`src/rtl/rom_sram_loader.sv`:
```
// Boot copy engine: streams LENGTH bytes from the boot ROM into external SRAM through the arbiter.
// Define LOADER_CHECKSUM_EN to build the running 16-bit byte-sum on the checksum output.
module rom_sram_loader #(
  parameter logic [13:0] SRC_BASE  = 14'h0200,
  parameter logic [20:0] DST_BASE  = 21'h000000,
  parameter int          LENGTH    = 16384,
  parameter int          SRAM_WAIT = 1
) (
  input  logic        clk,
  input  logic        rst_n,
  input  logic        start,
  output logic        busy,
  output logic        done,
  output logic [13:0] rom_a,
  input  logic [7:0]  rom_din,
  output logic        sram_req,
  input  logic        sram_grant,
  output logic [20:0] sram_a,
  output logic [7:0]  sram_dout,
  output logic        sram_we_n,
  output logic [15:0] checksum
);

  localparam logic [14:0] LAST_COUNT = 15'(LENGTH - 1);
  localparam logic [2:0]  WAIT_INIT  = 3'(SRAM_WAIT);

  typedef enum logic [2:0] {
    IDLE  = 3'd0,
    FETCH = 3'd1,
    LATCH = 3'd2,
    ARB   = 3'd3,
    WRITE = 3'd4,
    HOLD  = 3'd5,
    DONE  = 3'd6
  } state_t;

  state_t      state_r;
  logic [13:0] src_r;
  logic [20:0] dst_r;
  logic [14:0] count_r;
  logic [7:0]  data_r;
  logic [2:0]  wait_r;

  // Copy sequencer; every bus-facing output is registered and changes on state entry.
  always_ff @(posedge clk or negedge rst_n) begin
    if (!rst_n) begin
      state_r   <= IDLE;
      src_r     <= SRC_BASE;
      dst_r     <= DST_BASE;
      count_r   <= 15'd0;
      data_r    <= 8'h00;
      wait_r    <= 3'd0;
      busy      <= 1'b0;
      done      <= 1'b0;
      rom_a     <= SRC_BASE;
      sram_req  <= 1'b0;
      sram_a    <= DST_BASE;
      sram_dout <= 8'h00;
      sram_we_n <= 1'b1;
    end else begin
      case (state_r)
        IDLE: begin
          if (start) begin
            src_r   <= SRC_BASE;
            dst_r   <= DST_BASE;
            count_r <= 15'd0;
            rom_a   <= SRC_BASE;
            done    <= 1'b0;
            busy    <= 1'b1;
            state_r <= FETCH;
          end else begin
            state_r <= IDLE;
          end
        end
        FETCH: state_r <= LATCH;
        LATCH: begin
          data_r   <= rom_din;
          sram_req <= 1'b1;
          state_r  <= ARB;
        end
        ARB: begin
          if (sram_grant) begin
            wait_r    <= WAIT_INIT;
            sram_a    <= dst_r;
            sram_dout <= data_r;
            sram_we_n <= 1'b0;
            state_r   <= WRITE;
          end else begin
            state_r <= ARB;
          end
        end
        WRITE: begin
          // Grant is deliberately not looked at once the strobe is low.
          if (wait_r == 3'd0) begin
            sram_we_n <= 1'b1;
            state_r   <= HOLD;
          end else begin
            wait_r <= wait_r - 3'd1;
          end
        end
        HOLD: begin
          sram_req <= 1'b0;
          if (count_r == LAST_COUNT) begin
            busy    <= 1'b0;
            done    <= 1'b1;
            state_r <= DONE;
          end else begin
            src_r   <= src_r + 14'd1;
            dst_r   <= dst_r + 21'd1;
            count_r <= count_r + 15'd1;
            rom_a   <= src_r + 14'd1;
            state_r <= FETCH;
          end
        end
        DONE: state_r <= IDLE;
        default: state_r <= IDLE;
      endcase
    end
  end

`ifdef LOADER_CHECKSUM_EN
  // Running byte sum, accumulated from the ROM data as each byte is latched.
  always_ff @(posedge clk or negedge rst_n) begin
    if (!rst_n) begin
      checksum <= 16'h0000;
    end else if (state_r == IDLE && start) begin
      checksum <= 16'h0000;
    end else if (state_r == LATCH) begin
      checksum <= checksum + {8'h00, rom_din};
    end else begin
      checksum <= checksum;
    end
  end
`else
  assign checksum = 16'h0000;
`endif

endmodule

```
`config.mk`:
```
export PLATFORM = sky130hd
export DESIGN_NAME = rom_sram_loader
export DESIGN_NICKNAME = d
export VERILOG_FILES = /design/src/rtl/rom_sram_loader.sv
export SDC_FILE = /design/constraint.sdc
export NUM_CORES = 1
export LEC_CHECK = 0
export BUFFER_PORTS_ARGS = -buffer_cell sky130_fd_sc_hd__buf_4
export CAP_MARGIN = 15
export CORE_MARGIN = 10
export CORE_UTILIZATION = 40
export DETAILED_ROUTE_END_ITERATION = 8
export GPL_TIMING_DRIVEN = 1
export PLACE_DENSITY = 0.71
export SYNTH_ARGS = -nofsm -noshare
export SYNTH_HDL_FRONTEND = slang
export SYNTH_SLANG_ARGS = --single-unit
```
`constraint.sdc`:
```
create_clock -name clk -period 2.5 [get_ports clk]
set_clock_uncertainty 0.1 [all_clocks]
set_input_delay 0.25 -clock clk [delete_from_list [all_inputs] [get_ports clk]]
set_output_delay 0.25 -clock clk [all_outputs]
set_load 0.005 [all_outputs]
```
==> results_tabular.tex <==
\begin{tabular}{lr}
\hline
Metric & Value \\
\hline
\multicolumn{2}{l}{\textbf{Run status}} \\
\quad Status & completed \\
\multicolumn{2}{l}{\textbf{Timing}} \\
\quad Relative slew margins & 60.4\% \\
\quad Final critical-path share of the clock period & 92.7\% \\
\quad Post-route worst setup slack & 182 ps \\
\quad Setup TNS & 0 ps \\
\quad Highest achievable clock rate & 431 MHz \\
\quad Minimum period implied by the final worst setup slack & 2320 ps \\
\quad Unrepaired setup endpoints after global routing & no \\
\quad Worst slew pin tran & 595 ps \\
\quad Final setup violation count & 0 \\
\quad Final slew viol count & 0 \\
\quad Total count of hold-check failures in the final report & 0 \\
\multicolumn{2}{l}{\textbf{CTS}} \\
\quad Number of buffers on the longest clock path & 2 \\
\quad CTS tree & done \\
\quad Resized Gates After CTS & 0 \\
\quad Inserted Clock Buffers & 9 \\
\quad Post-CTS clock slew at the launch and capture registers of the worst setup and hold paths & 70 ps \\
\quad Insertion delay of the later-clocked pin in the worst-skew pair & 350 ps \\
\quad Clock root buffer & clkbuf\_16 \\
\quad H-tree lvl count & 3 \\
\quad Number of clock sinks & 97 \\
\multicolumn{2}{l}{\textbf{Yosys}} \\
\quad Top post-synthesis cells by count & 113 x nand2\_1, 95 x dfrtp\_1, 35 x a21oi\_1, 27 x o31ai\_1 \\
\quad Predominant post-synthesis flop cell & dfrtp\_1 \\
\quad Area leader, netlist & dfrtp\_1 \\
\quad Count of cell types in the netlist & 45 \\
\quad Most area-consuming cells after synthesis & dfrtp\_1 50\%, nand2\_1 9.0\%, o31ai\_1 4.3\% \\
\quad Number of flops mapped to enable cells by yosys & 0 \\
\quad Post-synthesis instance area & 0.00472 mm2 \\
\quad Post-synthesis sequential area ratio & 51.5\% \\
\quad Fraction of synthesized cell area taken by the top area cell type & 50.4\% \\
\quad Number of register bits inferred by synthesis & 97 \\
\quad Count of warnings emitted by yosys & 0 \\
\quad Cell count after synthesis & 493 \\
\quad Library cell with the highest instance count after synthesis & nand2\_1 \\
\quad Post-Syn Area per Cell & 9.58 um2 \\
\quad Proportion of register bits with asynchronous set or reset after synthesis & 100\% \\
\multicolumn{2}{l}{\textbf{Worst setup path}} \\
\quad Critical register-to-register path startpoint & state\_r[0] \\
\quad Critical Path Slowest Stage Cell & or4\_4 \\
\quad Slowest cell delay on critical path & 670 ps \\
\quad Bufs and invs on worst path & 0 \\
\quad Internal reg-to-reg setup slack & 180 ps \\
\quad Worst setup SP type & flip-flop \\
\quad Critical path startpoint & state\_r[0] \\
\quad Crit-path leading delay family & simple AND/OR/NAND/NOR gates \\
\quad Critical path type & flip-flop to flip-flop \\
\quad Crit end category & flip-flop \\
\quad Worst reg2reg endpoint & dst\_r[17] \\
\quad Termination of the worst setup path & dst\_r[17] \\
\quad Total number of cells along the worst setup path & 4 \\
\quad Required time of the critical path & 2670 ps \\
\quad Number of cells on the worst reg-to-reg path & 4 \\
\quad Endpoint arrival time on the critical path & 2480 ps \\
\quad Maximum fanout along the worst path & 16 \\
\quad Worst path cell trace & nand3b\_4 > or4\_4 > or4\_1 > a21oi\_1 \\
\multicolumn{2}{l}{\textbf{Floorplanning}} \\
\quad Initial Utilization & 41.2\% \\
\quad Number of top-level pins & 75 \\
\quad Number of cell rows & 39 \\
\quad Overall die width & 129 um \\
\quad Area of the core & 0.0115 mm2 \\
\quad Vert. Die Dim & 129 um \\
\quad Die footprint & 0.0165 mm2 \\
\multicolumn{2}{l}{\textbf{Finish}} \\
\quad Final core area utilization & 48.9\% \\
\quad Layout cell share with drive strength beyond 1 & 19.9\% \\
\quad Cell area after layout & 0.00561 mm2 \\
\quad P\&R area growth vs syn & 18.8\% \\
\quad Nets & 564 \\
\quad Final standard cell count with taps included and fillers excluded & 695 \\
\quad Count of fill cells added during filler insertion & 1,046 \\
\quad Ant diodes & 0 \\
\multicolumn{2}{l}{\textbf{GRT}} \\
\quad Wire length of the first global-routing pass & 18,400 um \\
\quad Pin count of the biggest net entering global routing & 46 \\
\quad Initial antenna violation count & 0 \\
\quad Vias in the first global route & 3,720 \\
\quad Total congestion overflow after global routing & 0 \\
\quad Overall track demand over capacity in global routing & 13.5\% \\
\multicolumn{2}{l}{\textbf{Route}} \\
\quad Detailed router's first-iteration violation count & 205 \\
\quad Mean number of vias per cell & 5.46 \\
\quad Final wirelength & 11,000 um \\
\quad Remaining design rule violation count & 0 \\
\quad Remaining antenna violation count & 0 \\
\quad Post-DR wirelength/cell & 15.8 um \\
\quad Vias & 3,797 \\
\quad Count of TritonRoute iterations in the first routing pass & 6 \\
\multicolumn{2}{l}{\textbf{Place}} \\
\quad Weighted congestion at the end of routability-driven global placement & 0.798 \\
\quad Detailed placer's ending HPWL & 7900 um \\
\quad Minimum setup slack after placement & 218 ps \\
\quad Number of buffers added on ports & 58 \\
\quad Area after detailed placement & 0.00527 mm2 \\
\quad Total instance count after detailed placement & 678 \\
\multicolumn{2}{l}{\textbf{Worst hold path}} \\
\quad Hold crit path type & input pin to flip-flop \\
\multicolumn{2}{l}{\textbf{Power and ir drop}} \\
\quad Pleak & 0.00261 uW \\
\quad Worst voltage drop across the vdd grid & 0.486 mV \\
\quad Power per standard cell area & 966 mW/mm2 \\
\multicolumn{2}{l}{\textbf{Job}} \\
\quad Max-cap violations & 0 \\
\hline
\end{tabular}
==> metal layers <==
layer / vias up / global-route usage (%) / part of all wire [%]
li1: 1837 / - / -
met1: 1874 / 15.8 / 42
met2: 82 / 23.0 / 51
met3: 4 / 3.94 / 5.5
met4: 0 / 4.58 / 0.75
met5: - / 0 / 0
==> worst min-delay path by stage <==
| stage | startpoint | to | slack [ps] | depth (start not counted) |
|---|---|---|---|---|
| after floorplan | rst_n | busy | -150 | 0 |
| after global placement | rst_n | sram_a[10] | 160 | 1 |
| after detailed placement | rst_n | sram_a[10] | 160 | 1 |
| after CTS | rom_din[2] | data_r[2] | 20 | 2 |
| after global routing | rom_din[0] | data_r[0] | 30 | 2 |
| final | rom_din[2] | data_r[2] | 30 | 2 |
==> where the power goes <==
part           leakage, uW  switching, uW  total (uW)  internal, uW
Sequential         0.00128            424        2460          2040
Clock             0.000159            597        1500           907
Combinational      0.00117            721        1450           733
==> per-stage QoR <==
step                      total power, uW  hold slack [ps]
final                                5420             29.3
after floorplan                      3250             -146
after detailed placement             3980              160
after CTS                            5490             22.2
after global routing                 5800             29.1
after global placement               3910              158
==> placed cells by master, fill, tap and decap left out, types with 6 or more instances in the layout <==
master	synthesis	final
mux2_2	8	8
or4_1	25	25
nand3_1	25	25
and3_1	6	6
a21oi_1	35	35
o31ai_1	27	27
mux2i_1	12	12
nor2_1	9	8
o21ai_0	13	13
dfrtp_1	95	95
nand4_1	13	13
conb_1	1	16
clkbuf_16	0	9
or3_1	11	11
nor3_1	6	6
buf_4	16	71
nand2_1	113	113
==> registers in the layout (all words and copies together) (netlist names), 3 cells and up <==
name / flops
state_r: 3
src_r: 14
count_r: 15
data_r: 8
dst_r: 21
sram_dout: 8
wait_r: 3
sram_a: 21
==> repair_timing <==
action	4_1_cts	5_1_grt
endpoints found under the hold margin	35	0
hold buffers	1	0
setup buffers	0	0
==> logic make-up after synthesis <==
family                   count (synthesis)  synth area share (%)
AND/OR/NAND/NOR                        237                  26.2
other                                    1                0.0794
adder cells (fa/ha/maj)                  5                  1.33
buffers and inverters                   50                  5.70
multiplexers                            20                  4.45
AO/OA/AOI/OAI                           83                  10.8
flip-flops                              97                  51.5
==> cell type report <==
class / instances / area (um2) / share of cell area [%]
Timing Repair Buffer: 73 / 563 / 10.0
Inverter: 5 / 18.8 / 0.335
Multi-Input combinational cell: 361 / 2090 / 37.3
Tap cell: 143 / 179 / 3.19
Clock buffer: 10 / 239 / 4.26
Clock inverter: 6 / 90.1 / 1.61
Sequential cell: 97 / 2430 / 43.3
Power figures use the tool's default switching activity.
